**src/rtl/carpark_pkg.sv**
```systemverilog
// Shared types for the car-park gate decoder: FSM state encoding and {b,a} sensor patterns.
package carpark_pkg;

    typedef enum logic [2:0] {
        IDLE  = 3'd0,
        E1    = 3'd1,
        E2    = 3'd2,
        E3    = 3'd3,
        X1    = 3'd4,
        X2    = 3'd5,
        X3    = 3'd6,
        ABORT = 3'd7
    } state_t;

    localparam logic [1:0] PAT_NONE = 2'b00;
    localparam logic [1:0] PAT_A    = 2'b01;
    localparam logic [1:0] PAT_B    = 2'b10;
    localparam logic [1:0] PAT_BOTH = 2'b11;

endpackage

```
**src/rtl/carpark_occupancy_if.sv**
```systemverilog
// Gate-sensor input and occupancy/status outputs; master = sensor/display side, slave = decoder.
interface carpark_occupancy_if #(
    parameter int WIDTH = 4
);
    logic [1:0]       btn;
    logic [WIDTH-1:0] count;
    logic [2:0]       debug_state;
    logic             inc_pulse;
    logic             dec_pulse;
    logic             err_pulse;

    modport master (
        output btn,
        input  count, debug_state, inc_pulse, dec_pulse, err_pulse
    );

    modport slave (
        input  btn,
        output count, debug_state, inc_pulse, dec_pulse, err_pulse
    );
endinterface

```
**src/rtl/carpark_occupancy_debouncer.sv**
```systemverilog
// 2-flop synchronizer plus optional stability filter (CARPARK_DEBOUNCE_EN); latency 2 or 2+CYCLES.
// No backpressure: a new pattern is published only after it has been stable long enough.
module sensor_debouncer #(
    parameter int WIDTH  = 2,
    parameter int CYCLES = 16
) (
    input  logic             clk,
    input  logic             reset,
    input  logic [WIDTH-1:0] raw_i,
    output logic [WIDTH-1:0] pat_o
);

    if (CYCLES < 1) begin : g_bad_cycles
        $error("sensor_debouncer: CYCLES must be >= 1");
    end

    logic [WIDTH-1:0] sync1_q;
    logic [WIDTH-1:0] sync2_q;

    always_ff @(posedge clk) begin
        if (reset) begin
            sync1_q <= '0;
            sync2_q <= '0;
        end else begin
            sync1_q <= raw_i;
            sync2_q <= sync1_q;
        end
    end

`ifdef CARPARK_DEBOUNCE_EN
    localparam int CntW = $clog2(CYCLES + 1);

    logic [WIDTH-1:0] pat_q, pat_d;
    logic [WIDTH-1:0] cand_q, cand_d;
    logic [CntW-1:0]  cnt_q, cnt_d;
    logic [CntW:0]    run_len;

    // run_len counts the current cycle, so a candidate seen for CYCLES edges is accepted on the last one
    always_comb begin
        pat_d   = pat_q;
        cand_d  = sync2_q;
        cnt_d   = '0;
        run_len = (sync2_q == cand_q) ? ({1'b0, cnt_q} + (CntW+1)'(1)) : (CntW+1)'(1);
        if (sync2_q != pat_q) begin
            if (run_len >= (CntW+1)'(CYCLES)) begin
                pat_d = sync2_q;
            end else begin
                cnt_d = run_len[CntW-1:0];
            end
        end
    end

    always_ff @(posedge clk) begin
        if (reset) begin
            pat_q  <= '0;
            cand_q <= '0;
            cnt_q  <= '0;
        end else begin
            pat_q  <= pat_d;
            cand_q <= cand_d;
            cnt_q  <= cnt_d;
        end
    end

    assign pat_o = pat_q;
`else
    assign pat_o = sync2_q;
`endif

endmodule

```
**src/rtl/carpark_occupancy.sv**
```systemverilog
// Decodes gate sequences {b,a} into entry/exit events with a saturating count; macro CARPARK_DEBOUNCE_EN.
// Latency btn->outputs: 3 cycles (2+DEBOUNCE_CYCLES+1 with the filter); no backpressure.
module carpark_occupancy
    import carpark_pkg::*;
#(
    parameter int WIDTH           = 4,
    parameter int MAX_COUNT       = 15,
    parameter int DEBOUNCE_CYCLES = 16
) (
    input  logic                clk,
    input  logic                reset,
    carpark_occupancy_if.slave  bus
);

    if (MAX_COUNT > (2**WIDTH - 1)) begin : g_bad_max
        $error("carpark_occupancy: MAX_COUNT does not fit in WIDTH bits");
    end

    localparam logic [WIDTH-1:0] MaxCnt = WIDTH'(MAX_COUNT);

    logic [1:0]       pat;
    logic [1:0]       p_last_q;
    state_t           state_q;
    logic [WIDTH-1:0] count_q;
    logic             inc_q;
    logic             dec_q;
    logic             err_q;

    sensor_debouncer #(
        .WIDTH  (2),
        .CYCLES (DEBOUNCE_CYCLES)
    ) u_debounce (
        .clk   (clk),
        .reset (reset),
        .raw_i (bus.btn),
        .pat_o (pat)
    );

    // Within each state the unchanged pattern never reaches the case, so the default arm is the illegal move
    always_ff @(posedge clk) begin
        if (reset) begin
            state_q  <= IDLE;
            p_last_q <= PAT_NONE;
            count_q  <= '0;
            inc_q    <= 1'b0;
            dec_q    <= 1'b0;
            err_q    <= 1'b0;
        end else begin
            inc_q    <= 1'b0;
            dec_q    <= 1'b0;
            err_q    <= 1'b0;
            p_last_q <= pat;
            if (pat != p_last_q) begin
                unique case (state_q)
                    IDLE: begin
                        case (pat)
                            PAT_A:    state_q <= E1;
                            PAT_B:    state_q <= X1;
                            PAT_BOTH: begin state_q <= ABORT; err_q <= 1'b1; end
                            default:  state_q <= IDLE;
                        endcase
                    end
                    E1: begin
                        case (pat)
                            PAT_BOTH: state_q <= E2;
                            PAT_NONE: state_q <= IDLE;
                            default:  begin state_q <= ABORT; err_q <= 1'b1; end
                        endcase
                    end
                    E2: begin
                        case (pat)
                            PAT_B:   state_q <= E3;
                            PAT_A:   state_q <= E1;
                            default: begin state_q <= ABORT; err_q <= 1'b1; end
                        endcase
                    end
                    E3: begin
                        case (pat)
                            PAT_NONE: begin
                                state_q <= IDLE;
                                if (count_q == MaxCnt) begin
                                    err_q <= 1'b1;
                                end else begin
                                    count_q <= count_q + WIDTH'(1);
                                    inc_q   <= 1'b1;
                                end
                            end
                            PAT_BOTH: state_q <= E2;
                            default:  begin state_q <= ABORT; err_q <= 1'b1; end
                        endcase
                    end
                    X1: begin
                        case (pat)
                            PAT_BOTH: state_q <= X2;
                            PAT_NONE: state_q <= IDLE;
                            default:  begin state_q <= ABORT; err_q <= 1'b1; end
                        endcase
                    end
                    X2: begin
                        case (pat)
                            PAT_A:   state_q <= X3;
                            PAT_B:   state_q <= X1;
                            default: begin state_q <= ABORT; err_q <= 1'b1; end
                        endcase
                    end
                    X3: begin
                        case (pat)
                            PAT_NONE: begin
                                state_q <= IDLE;
                                if (count_q == '0) begin
                                    err_q <= 1'b1;
                                end else begin
                                    count_q <= count_q - WIDTH'(1);
                                    dec_q   <= 1'b1;
                                end
                            end
                            PAT_BOTH: state_q <= X2;
                            default:  begin state_q <= ABORT; err_q <= 1'b1; end
                        endcase
                    end
                    ABORT: begin
                        if (pat == PAT_NONE) begin
                            state_q <= IDLE;
                        end
                    end
                    default: state_q <= IDLE;
                endcase
            end
        end
    end

    assign bus.count       = count_q;
    assign bus.debug_state = state_q;
    assign bus.inc_pulse   = inc_q;
    assign bus.dec_pulse   = dec_q;
    assign bus.err_pulse   = err_q;

endmodule
```
**src/flat_wrapper.sv**
```systemverilog
// flat-port wrapper written by rule: the top's interface ports become plain ports
module carpark_occupancy_flat import carpark_pkg::*;
#(
    parameter int WIDTH           = 4,
    parameter int MAX_COUNT       = 15,
    parameter int DEBOUNCE_CYCLES = 16
)
  (clk, reset, bus_btn, bus_count, bus_debug_state, bus_inc_pulse, bus_dec_pulse, bus_err_pulse);
  carpark_occupancy_if #(.WIDTH(WIDTH)) bus_i ();
  input  logic clk;
  input  logic reset;
  input wire logic [$bits(bus_i.btn)-1:0] bus_btn;
  output wire logic [$bits(bus_i.count)-1:0] bus_count;
  output wire logic [$bits(bus_i.debug_state)-1:0] bus_debug_state;
  output wire logic [$bits(bus_i.inc_pulse)-1:0] bus_inc_pulse;
  output wire logic [$bits(bus_i.dec_pulse)-1:0] bus_dec_pulse;
  output wire logic [$bits(bus_i.err_pulse)-1:0] bus_err_pulse;
  assign bus_i.btn = bus_btn;
  assign bus_count = bus_i.count;
  assign bus_debug_state = bus_i.debug_state;
  assign bus_inc_pulse = bus_i.inc_pulse;
  assign bus_dec_pulse = bus_i.dec_pulse;
  assign bus_err_pulse = bus_i.err_pulse;
  carpark_occupancy #(.WIDTH(WIDTH), .MAX_COUNT(MAX_COUNT), .DEBOUNCE_CYCLES(DEBOUNCE_CYCLES)) u_core (.clk(clk), .reset(reset), .bus(bus_i));
endmodule
```
**config.mk**
```make
export PLATFORM = sky130hd
export DESIGN_NAME = carpark_occupancy_flat
export DESIGN_NICKNAME = d
export VERILOG_FILES = /design/src/rtl/carpark_pkg.sv /design/src/rtl/carpark_occupancy_if.sv /design/src/rtl/carpark_occupancy_debouncer.sv /design/src/rtl/carpark_occupancy.sv /design/src/flat_wrapper.sv
export SDC_FILE = /design/constraint.sdc
export NUM_CORES = 1
export LEC_CHECK = 0
export BUFFER_PORTS_ARGS = -buffer_cell sky130_fd_sc_hd__clkbuf_2
export CORE_UTILIZATION = 49
export DETAILED_ROUTE_END_ITERATION = 8
export PLACE_DENSITY = 0.8
export REMOVE_ABC_BUFFERS = 1
export SLEW_MARGIN = 20
export SYNTH_ARGS = -nofsm -noshare
export SYNTH_HDL_FRONTEND = slang
export SYNTH_SLANG_ARGS = --single-unit
```
**constraint.sdc**
```tcl
create_clock -name clk -period 1.7 [get_ports clk]
set_input_delay 0.255 -clock clk [delete_from_list [all_inputs] [get_ports clk]]
set_output_delay 0.255 -clock clk [all_outputs]
set_load 0.005 [all_outputs]
```
### Yosys cells after proc, flatten, opt, wreduce, memory -nomap -nowiden

Cells that the tools add are included.

* register bits: 16
* input port bits: 4
* output and inout port bits: 10

* add/subtract/negate cells: 2
* equal/unequal tests: 17
* mux-type cells: 22
* bitwise operators: 4
* reduce and logical (&&, ||, !) cells: 15

Operators by type and width (count)
* $pmux W3 S2: 3
* $pmux W3 S6: 1
* $mux W4: 4
* $reduce_or A2 Y1: 7
* $eq A3 B3 Y1 const B: 4
* $pmux W3 S3: 1
* $pmux W4 S2: 1
* $reduce_or A4 Y1: 2
* $mux W1: 7
* $eq A3 B2 Y1 const B: 2
* $ne A2 B1 Y1 const B: 3
* $reduce_and A6 Y1: 1
* $pmux W1 S5: 1
* $add A4 B1 Y4 const B: 1
* $eq A2 B2 Y1 const B: 2
* $eq A4 B4 Y1 const B: 1
* $logic_not A4 Y1: 1
* $ne A2 B2 Y1 const B: 2
* $not A1 Y1: 4
* $pmux W1 S2: 2
* $pmux W2 S2: 1
* $sub A4 B1 Y4 const B: 1
* $eq A3 B1 Y1 const B: 1
* $logic_not A3 Y1: 1
* 6 further kinds: 6

### Depth between registers and ports, before layout

Gate-level depths: netlist of the first run.

* depth in word-level cells: 4
* mapped depth: 8
* depth with buffers taken out: 7

### Hierarchy

A second synthesis of the first run with hierarchy kept.

* cell total of the unflattened synthesis: 111
* area, all modules: 958.4 um^2

Modules (own cells, without submodules)
* carpark_occupancy: instances 1, cells an instance 103, area an instance 853.3 um^2
* sensor_debouncer: instances 1, cells an instance 8, area an instance 105.1 um^2

### Worst setup path after synthesis of the first run

No wires, ideal clock.

* kind: flip-flop to flip-flop
* start: register u_core.state_q[2] (netlist: u_core.bus.debug_state[2])
* end: register u_core.count_q[3] (netlist: u_core.bus.count[3])
* library setup time: 0.123 ns
* arrival time: 1.587 ns
* required time: 1.577 ns
* path slack: -0.010 ns
* cell stages (with the launch flop): 6
* buffers on the path: 1
* clock period less this slack: 1.710 ns
* cell sequence: dfxtp_1 > buf_4 > nand3b_4 > or4_1 > a211oi_1 > mux2_1

* word-level cells in the longest chain between the ends: 3
* elaborated cells on any way between the ends: 9
* classes of those cells: eq/ne: 6; mux: 1; reduce/logical: 2

RTL lines
* start, declared: RTL line carpark_occupancy.sv:23 `state_t state_q;`
* start signal, assigned: RTL line carpark_occupancy.sv:42 `state_q <= IDLE;`
* start signal, assigned: RTL line carpark_occupancy.sv:57 `PAT_A: state_q <= E1;`
* start signal, assigned: RTL line carpark_occupancy.sv:58 `PAT_B: state_q <= X1;`
* $eq A3 B3 Y1 / $eq A3 B2 Y1 (equally long branches): RTL line carpark_occupancy.sv:54 `unique case (state_q)`
* $ne A2 B2 Y1 (no source line), or another cell as far along
* $reduce_and A6 Y1 (no source line)
* end signal, assigned: RTL line carpark_occupancy.sv:84 `count_q <= count_q + WIDTH'(1);`
* end signal, assigned: RTL line carpark_occupancy.sv:113 `count_q <= count_q - WIDTH'(1);`
* end, declared: RTL line carpark_occupancy.sv:24 `logic [WIDTH-1:0] count_q;`

Parallel ways exist; a longest one is shown, timed or not.
A chain may end at the register's enable or synchronous reset.

### Final worst setup path of the first run

* start: register u_core.count_q[2] (netlist: u_core.bus.count[2])
* end: register u_core.count_q[3] (netlist: u_core.bus.count[3])

* word-level cells in the longest chain between the ends: 4
* elaborated cells on any way between the ends: 12
* classes of those cells: add/sub: 2; eq/ne: 3; mux: 5; reduce/logical: 2

RTL lines (RTL line)
* $sub A4 B1 Y4 / $add A4 B1 Y4 (equally long branches): carpark_occupancy.sv:113, carpark_occupancy.sv:84
* $mux W4, on equally long branches: carpark_occupancy.sv:110, carpark_occupancy.sv:81
* $mux W4, on equally long branches: carpark_occupancy.sv:107, carpark_occupancy.sv:78
* $pmux W4 S2: carpark_occupancy.sv:54

Parallel ways exist; a longest one is shown, timed or not. The select of a mux whose other input is x is not followed.

==> flow_summary.toml, run 1 <==
[setup_path]
setup.worst_path.start_class = "flop"
crit_chain = "or4_4 > o22ai_4 > a211oi_1 > mux2_1"
critPathSlowestCell = "or4_4"
startpoint = "u_core.bus.count[2]$_SDFFE_PP0P_"
endpoint_kind = "flop"
r2r_cells = 4
cp_data_required_time_ns = 1.88
max_stage_delay_ns = 0.56
critPathMaxFanout = 7
path_class = "reg2reg"
r2r_slack_ns = 0.01
worstReg2RegStart = "u_core.bus.count[2]$_SDFFE_PP0P_"
cp.arrival_ns = 1.86

[floorplanning]
io_pins = 14
row_count = 15
die_y_um = 46.7
floorplan.initialDensity = 0.543
dieArea_mm2 = 0.00218
core_mm2 = 0.00180
die_width_um = 46.7

[cts]
root_buffer = "clkbuf_4"
cts_made_buffers = 3
clkTransAtPathRegs_ns = 0.10
htreeDepth = 1
clock_path_buffers = 2
clk_latency_ns = 0.28
clock_sinks = 16
tritoncts = "built"
hold_buffers = 0

[sta]
worst_pin_slew_ns = 0.344
holdWs_ns = 0.171
finalSetupViolations = 0
setup_ws_ns = 0.0111
setup_tns_ns = 0
fin_crit_sh = 0.993
hold_viol_final = 0
slew_violations = 0
rsz0062_at_grt = "yes"
clock_skew_ns = 0.00221
slew_headroom = 0.770
fmax_mhz = 592
fin_crit_ns = 1.69

[logic_synthesis]
ys_warn_count = 0
synth_top_family_by_area = "simple AND/OR/NAND/NOR gates"
post_synth.cell_area_avg_um2 = 9.06
synthXorXnorAreaFrac = 0.0435
yosys.area_share.simple = 0.238
synth-compound-area-share = 0.224
seq_area_frac_synth = 0.327
syn_inst = 108
synth_edf_count = 0
synthMuxAreaShare = 0.0332
synthAdderAreaFrac = 0.0767
async_flop_share = 0
synth_seq_cells = 16
ys_types = 43
netlist_area_um2 = 978
ys.flop_type = "dfxtp_1"

[power_and_ir_drop]
total_power_mw = 0.835
powerDensity_mw_per_mm2 = 695
vdd_drop_max_mv = 0.506
power_leakage_nw = 0.525

[finish]
syn_to_final_growth_pct = 22.8
num-nets-final = 140
fillCellCount = 156
diodes = 0
drive_gt1_frac = 0.357
most-common-layout-cells = "clkbuf_2 (13), dfxtp_1 (13), nor2_1 (12)"

[placed_design]
routabilityCongestion = 0.884
dp_slack_ns = 0.0162
numPortBuffers = 13
hpwl_um = 1420

[routing]
drt_iter0_markers = 16
drt_wl_total_um = 2090
avgRoutedWirePerCell_um = 13.6
first_pass_iters = 4
via_per_inst = 5.71
ant_nets = 0
dr_total_vias = 880
drc = 0

[worst_hold_path]
hp-class = "in2reg"
whs_path_depth = 2
min-delay-start = "bus_btn[0]"

[global_routing]
first_global_vias = 722
antenna_found_initial = 0
grt_usage = 0.215
grt_pass1_wl_um = 3210
grt_max_degree = 19
overflow = 0

[run_status]
status = "finished, final reports clean"

[run]
drv_cap = 0
## layout make-up
cell class	instances	area, um^2	share of cell area
multi-input combinational	81	651	0.542
clock buffer	4	36.3	0.0302
timing repair buffer	23	140	0.117
inverter	5	18.8	0.0156
tap	25	31.3	0.0260
sequential	16	324	0.270
## per-layer routing
layer / global-route usage / share of wire / wire (um)
met1: 0.285 / 0.47 / 988
met2: 0.303 / 0.47 / 981
met3: 0.0510 / 0.034 / 71
met4: 0.143 / 0.023 / 49
met5: 0 / 0 / 0
## metrics by stage
| stage | util | instances | cell area, um^2 |
|---|---|---|---|
| floorplan | - | 102 | 941 |
| global placement | 0.605 | 147 | 1090 |
| detailed placement | 0.605 | 147 | 1090 |
| CTS | 0.625 | 151 | 1130 |
| global route | 0.667 | 154 | 1200 |
| finish | 0.667 | 154 | 1200 |
## cell families (layout without fill, tap and decap cells)
logic type	count (synthesis)	count (layout)
AOI/OAI and AO/OA	29	29
DFF	16	16
and+or+nand+nor	39	39
xor gates and xnor gates	4	4
muxes	3	3
buffers and inverters	11	32
adders and majority gates	6	6
## worst max-delay path: cells and delay by family (launching register included)
family | cells | cell delay, ns
compound gates | 2 | 0.32
flops | 1 | 0.38
mux | 1 | 0.33
simple gates | 1 | 0.56
## synth_stat cells, types with 2 or more instances
master / number / area, um^2
nand2b_1: 3 / 18.8
clkbuf_1: 3 / 11.3
a211oi_1: 2 / 15.0
nor2_1: 12 / 45.0
dfxtp_1: 16 / 320
o21ai_0: 2 / 10.0
a21oi_1: 7 / 35.0
nand4_1: 3 / 18.8
or3_2: 2 / 15.0
xor2_1: 2 / 17.5
inv_1: 5 / 18.8
nand2_1: 3 / 11.3
nand3_1: 2 / 10.0
or4_1: 2 / 15.0
o31ai_1: 4 / 30.0
nor2b_1: 5 / 31.3
a31oi_1: 3 / 18.8
buf_4: 2 / 15.0
ha_1: 6 / 75.1
## flip-flops by register name, indices dropped and copies added (netlist names)
register / cells
u_core.bus.dec_pulse: 1
u_core.bus.err_pulse: 1
u_core.u_debounce.pat_o: 2
u_core.bus.debug_state: 3
u_core.p_last_q: 2
u_core.bus.count: 4
u_core.u_debounce.sync1_q: 2
u_core.bus.inc_pulse: 1
## report_power, final
part           total, mW  leakage [nW]  switching (mW)  internal [mW]
logic              0.181         0.372           0.101         0.0797
clock network      0.253        0.0210           0.122          0.130
registers          0.402         0.131          0.0124          0.390
total              0.835         0.525           0.236          0.599
## path summary, 6_finish.rpt
path,endpoint
max reg2reg,u_core.bus.count[3]$_SDFFE_PP0P_
max,u_core.bus.count[3]$_SDFFE_PP0P_
min reg2reg,u_core.u_debounce.pat_o[1]$_SDFF_PP0_
min,u_core.u_debounce.sync1_q[0]$_SDFF_PP0_
## repair_timing
item                                   in CTS  in global routing
pin swaps                                   1                  1
resized for setup                           0                 12
setup buffers                               0                  3
endpoints found under the hold margin       0                  0
setup endpoints to repair                   1                  6
Power figures use the tool's default switching activity.
==> inputs of run 2 (changes only) <==
--- a/config.mk
+++ b/config.mk
@@ -6,9 +6,10 @@
 export NUM_CORES = 1
 export LEC_CHECK = 0
 export BUFFER_PORTS_ARGS = -buffer_cell sky130_fd_sc_hd__clkbuf_2
-export CORE_UTILIZATION = 49
+export CORE_MARGIN = 3
+export CORE_UTILIZATION = 41
 export DETAILED_ROUTE_END_ITERATION = 8
-export PLACE_DENSITY = 0.8
+export PLACE_DENSITY = 0.7
 export REMOVE_ABC_BUFFERS = 1
 export SLEW_MARGIN = 20
 export SYNTH_ARGS = -nofsm -noshare
==> run 2 against run 1 <==
  * Final cell count is the same
  * First-iteration DRC count decreased by 19%
  * Routed wire length shrank 3.5%
  * Register-to-register slack improved by 0.04 ns
  * Clock-buffer cell count is 1 lower
  * Maximum frequency increased by 2.3%
  * Design area shrank 0.94%
  * Clock skew up 0.0033 ns
  * Sequential cell count stayed put
  * Sequential share of layout area rose by 0.47 points
  * Clock power shrank 23%
  * Global-route usage is 5.9 points lower
  * Highest routed layer unchanged
==> flow_summary.toml, run 2 (synthesis results as in run 1) <==
[finish]
final_common_cell = "clkbuf_2"
largest_register_ffs = 4
num-nets-final = 138
fin_area_mm2 = 0.00119
fillCellCount = 224
drive_gt1_frac = 0.373
syn_to_final_growth_pct = 21.6
diodes = 0
most-common-layout-cells = "clkbuf_2 (13), nor2_1 (12), dfxtp_1 (11)"

[floorplanning]
row_count = 17
floorplan.initialDensity = 0.438
die_y_um = 54.9
io_pins = 14
die_width_um = 54.9
dieArea_mm2 = 0.00301
core_mm2 = 0.00223

[routing]
first_pass_iters = 4
ant_nets = 0
drt_wl_total_um = 2020
dr_total_vias = 826
drc = 0
avgRoutedWirePerCell_um = 13.1
drt_iter0_markers = 13
via_per_inst = 5.36

[global_routing]
overflow = 0
grt_max_degree = 19
first_global_vias = 723
antenna_found_initial = 0
grt_pass1_wl_um = 3310
grt_usage = 0.156

[placed_design]
routabilityCongestion = 0.832
hpwl_um = 1430
dp_slack_ns = 0.0495
place_area_mm2 = 0.00110
numPortBuffers = 13

[cts]
hold_buffers = 0
clkTransAtPathRegs_ns = 0.09
tritoncts = "built"
clk_latency_ns = 0.29
root_buffer = "clkbuf_4"
htreeDepth = 1
clock_path_buffers = 2
cts_made_buffers = 3
clock_sinks = 16

[sta]
finalSetupViolations = 0
setup_ws_ns = 0.0490
fin_crit_sh = 0.971
clock_skew_ns = 0.00553
fmax_mhz = 606
slew_violations = 0
rsz0062_at_grt = "yes"
hold_viol_final = 0
fin_crit_ns = 1.65
slew_headroom = 0.740
worst_pin_slew_ns = 0.388

[power_and_ir_drop]
powerDensity_mw_per_mm2 = 650
power_leakage_nw = 0.502
p_sw_mw = 0.224
vdd_drop_max_mv = 0.453
swShare = 0.290
power_frac_clock = 0.252
p_seq_frac = 0.517
p_int_mw = 0.549
combPwrFrac = 0.232

[run_status]
status = "finished, final reports clean"

[worst_hold_path]
hp-class = "in2reg"

[run]
drv_cap = 0

[setup_path]
crit_buf_inv = 1
setup.worst_path.start_class = "flop"
critPathSlowestCell = "or3_2"
cp_top_family = "simple AND/OR/NAND/NOR gates"
path_class = "reg2reg"
cp_data_required_time_ns = 1.92
cp.arrival_ns = 1.87
crit_chain = "nand3b_4 > xnor2_1 > ha_2 > inv_1 > or3_2 > a21oi_2"
critPathMaxFanout = 4
max_stage_delay_ns = 0.48
endpoint_kind = "flop"
run 2: repair_timing:
item / 4_1_cts / 5_1_grt
setup endpoints to repair: 0 / 7
gates resized for setup: 0 / 16
buffers inserted: 0 / 0
run 2: per-layer routing:
layer / routed length, um / up-vias / GRT usage
met3: 72 / 5 / 0.0518
met2: 998 / 12 / 0.228
met5: 0 / - / 0
met1: 909 / 384 / 0.200
met4: 35 / 0 / 0.0788
li1: - / 425 / -
run 2: layout make-up:
cell class                      count  area [um^2]  area share
Sequential cell                    16          327       0.274
Multi-Input combinational cell     81          662       0.556
Inverter                            5         18.8      0.0158
Timing Repair Buffer               21          125       0.105
Tap cell                           28         35.0      0.0294
Clock buffer                        3         22.5      0.0189
run 2: worst paths after layout:
kind	from	endpoint	slack, ns	depth (start not counted)
min reg2reg	u_core.u_debounce.sync1_q[1]$_SDFF_PP0_	u_core.u_debounce.pat_o[1]$_SDFF_PP0_	0.44	1
max reg2reg	u_core.bus.debug_state[0]$_SDFFE_PP0P_	u_core.bus.count[1]$_SDFFE_PP0P_	0.05	6
max	u_core.bus.debug_state[0]$_SDFFE_PP0P_	u_core.bus.count[1]$_SDFFE_PP0P_	0.05	6
min	bus_btn[1]	u_core.u_debounce.sync1_q[1]$_SDFF_PP0_	0.18	2
run 2: power by group through the flow:
stage          clock network, mW  registers (mW)  logic (mW)
2_1_floorplan                  0           0.426      0.0860
3_3_place_gp                   0           0.406       0.160
3_5_place_dp                   0           0.406       0.163
4_1_cts                    0.210           0.398       0.163
5_1_grt                    0.226           0.401       0.198
6_report                   0.195           0.400       0.179
run 2: metrics by stage:
stage	total power [mW]	utilization	cells	TNS, ns	hold WS [ns]
2_1_floorplan	0.512	-	102	-0.670	0.322
3_3_place_gp	0.566	0.493	151	0	0.425
3_5_place_dp	0.569	0.493	151	0	0.428
4_1_cts	0.771	0.503	154	0	0.165
5_1_grt	0.825	0.533	154	-0.0311	0.181
6_report	0.774	0.533	154	0	0.175
==> inputs of run 3 (changes only) <==
--- a/config.mk
+++ b/config.mk
@@ -9,7 +9,7 @@
 export CORE_MARGIN = 3
 export CORE_UTILIZATION = 41
 export DETAILED_ROUTE_END_ITERATION = 8
-export PLACE_DENSITY = 0.7
+export PLACE_DENSITY = 0.63
 export REMOVE_ABC_BUFFERS = 1
 export SLEW_MARGIN = 20
 export SYNTH_ARGS = -nofsm -noshare
==> constraint.sdc (replaced) <==
create_clock -name clk -period 1.7 [get_ports clk]
set_input_delay 0.17 -clock clk [delete_from_list [all_inputs] [get_ports clk]]
set_output_delay 0.17 -clock clk [all_outputs]
set_load 0.005 [all_outputs]
==> run 3 against run 2 <==
  * Die area unchanged
  * Core utilization up 1.4 points
  * Non-clock buffer count up 4
  * Clock skew down 0.0035 ns
  * Critical path type unchanged
  * Final cell count up 3.2%
==> flow_summary.toml, run 3 (synthesis results as in run 1) <==
[finish]
fillCellCount = 225
syn_to_final_growth_pct = 24.8
final_common_cell = "clkbuf_2"
final_util = 0.547
fin_area_mm2 = 0.00122
drive_gt1_frac = 0.389
multiInputGateArea_um2 = 649
final_cells = 159
largest_register_ffs = 4
most-common-layout-cells = "clkbuf_2 (13), buf_4 (12), nor2_1 (11), dfxtp_1 (11), a21oi_1 (6)"
num-nets-final = 142
regArea_um2 = 327
diodes = 0

[cts]
cts_made_buffers = 3
root_buffer = "clkbuf_4"
clk_latency_ns = 0.28
tritoncts = "built"
clkTransAtPathRegs_ns = 0.09
clock_path_buffers = 2
clock_sinks = 16
htreeDepth = 1

[global_routing]
grt_pass1_wl_um = 3250
first_global_vias = 736
grt_max_degree = 19
overflow = 0
grt_usage = 0.149
antenna_found_initial = 0

[routing]
dr_total_vias = 841
ant_nets = 0
drc = 0
drt_iter0_markers = 22
via_per_inst = 5.29
avgRoutedWirePerCell_um = 13.2
drt_wl_total_um = 2100
first_pass_iters = 4

[power_and_ir_drop]
power_frac_clock = 0.301
powerDensity_mw_per_mm2 = 676
vdd_drop_max_mv = 0.458
combPwrFrac = 0.213
power_leakage_nw = 0.540
total_power_mw = 0.825
p_seq_frac = 0.485
p_int_mw = 0.598
swShare = 0.276
p_sw_mw = 0.228

[setup_path]
r2r_cells = 4
cp.arrival_ns = 1.81
endpoint_kind = "flop"
path_class = "reg2reg"
setup.worst_path.start_class = "flop"
critPathMaxFanout = 8
cp_data_required_time_ns = 1.88

[sta]
fmax_mhz = 614
setup_tns_ns = 0
hold_viol_final = 0
setup_ws_ns = 0.0725
holdWs_ns = 0.0869
finalSetupViolations = 0
clock_skew_ns = 0.00201
rsz0062_at_grt = "yes"
fin_crit_sh = 0.957
worst_pin_slew_ns = 0.366
fin_crit_ns = 1.63
slew_headroom = 0.755
slew_violations = 0

[placed_design]
hpwl_um = 1490
place_area_mm2 = 0.00112
dp_slack_ns = 0.0480
numPortBuffers = 13
dp_cells = 153
routabilityCongestion = 0.859

[floorplanning]
row_count = 17
die_width_um = 54.9
floorplan.initialDensity = 0.438
die_y_um = 54.9
io_pins = 14
dieArea_mm2 = 0.00301
core_mm2 = 0.00223

[worst_hold_path]
hp-class = "in2reg"
whs_path_depth = 2

[run_status]
status = "finished, final reports clean"

[run]
drv_cap = 0
[run 3: cell types whose count changed in the layout (fill, tap and decap cells not counted), sizes merged]
cell    before  now
buf          8   12
clkbuf      16   17
[run 3: final timing paths]
check	start	to	slack [ns]
worst max-delay path	u_core.bus.count[3]$_SDFFE_PP0P_	u_core.bus.count[3]$_SDFFE_PP0P_	0.07
worst max register to register	u_core.bus.count[3]$_SDFFE_PP0P_	u_core.bus.count[3]$_SDFFE_PP0P_	0.07
worst min register to register	u_core.u_debounce.sync1_q[0]$_SDFF_PP0_	u_core.u_debounce.pat_o[0]$_SDFF_PP0_	0.44
worst min-delay path	bus_btn[0]	u_core.u_debounce.sync1_q[0]$_SDFF_PP0_	0.09
[run 3: per-layer routing]
metal / GRT usage / routed length, um / vias to the layer above
met2: 0.250 / 1070 / 21
met5: 0 / 0 / -
met3: 0.0490 / 107 / 2
li1: - / - / 438
met4: 0.0249 / 6 / 0
met1: 0.186 / 920 / 380
[run 3: power groups by stage]
stage | Sequential, mW | Combinational, mW | Clock, mW
global route | 0.402 | 0.195 | 0.272
global placement | 0.406 | 0.165 | 0
CTS | 0.399 | 0.165 | 0.259
detailed placement | 0.407 | 0.165 | 0
floorplan | 0.426 | 0.0860 | 0
finish | 0.401 | 0.176 | 0.249
[run 3: worst max-delay path, cell delays in order, from the launching register on]
cell	delay, ns
dfxtp_1	0.34
or4_4	0.56
o22ai_4	0.23
a211oi_2	0.08
mux2_1	0.31
[run 3: final cells by class]
class | count | area share
Timing Repair Buffer | 25 | 0.127
Tap cell | 28 | 0.0287
Inverter | 5 | 0.0154
Sequential cell | 16 | 0.267
Multi-Input combinational cell | 81 | 0.532
Clock buffer | 4 | 0.0297
[run 3: repair_timing]
item	CTS	global route
resized for setup	0	15
setup endpoints to repair	0	7
buffers inserted	0	2
hold buffers	0	0
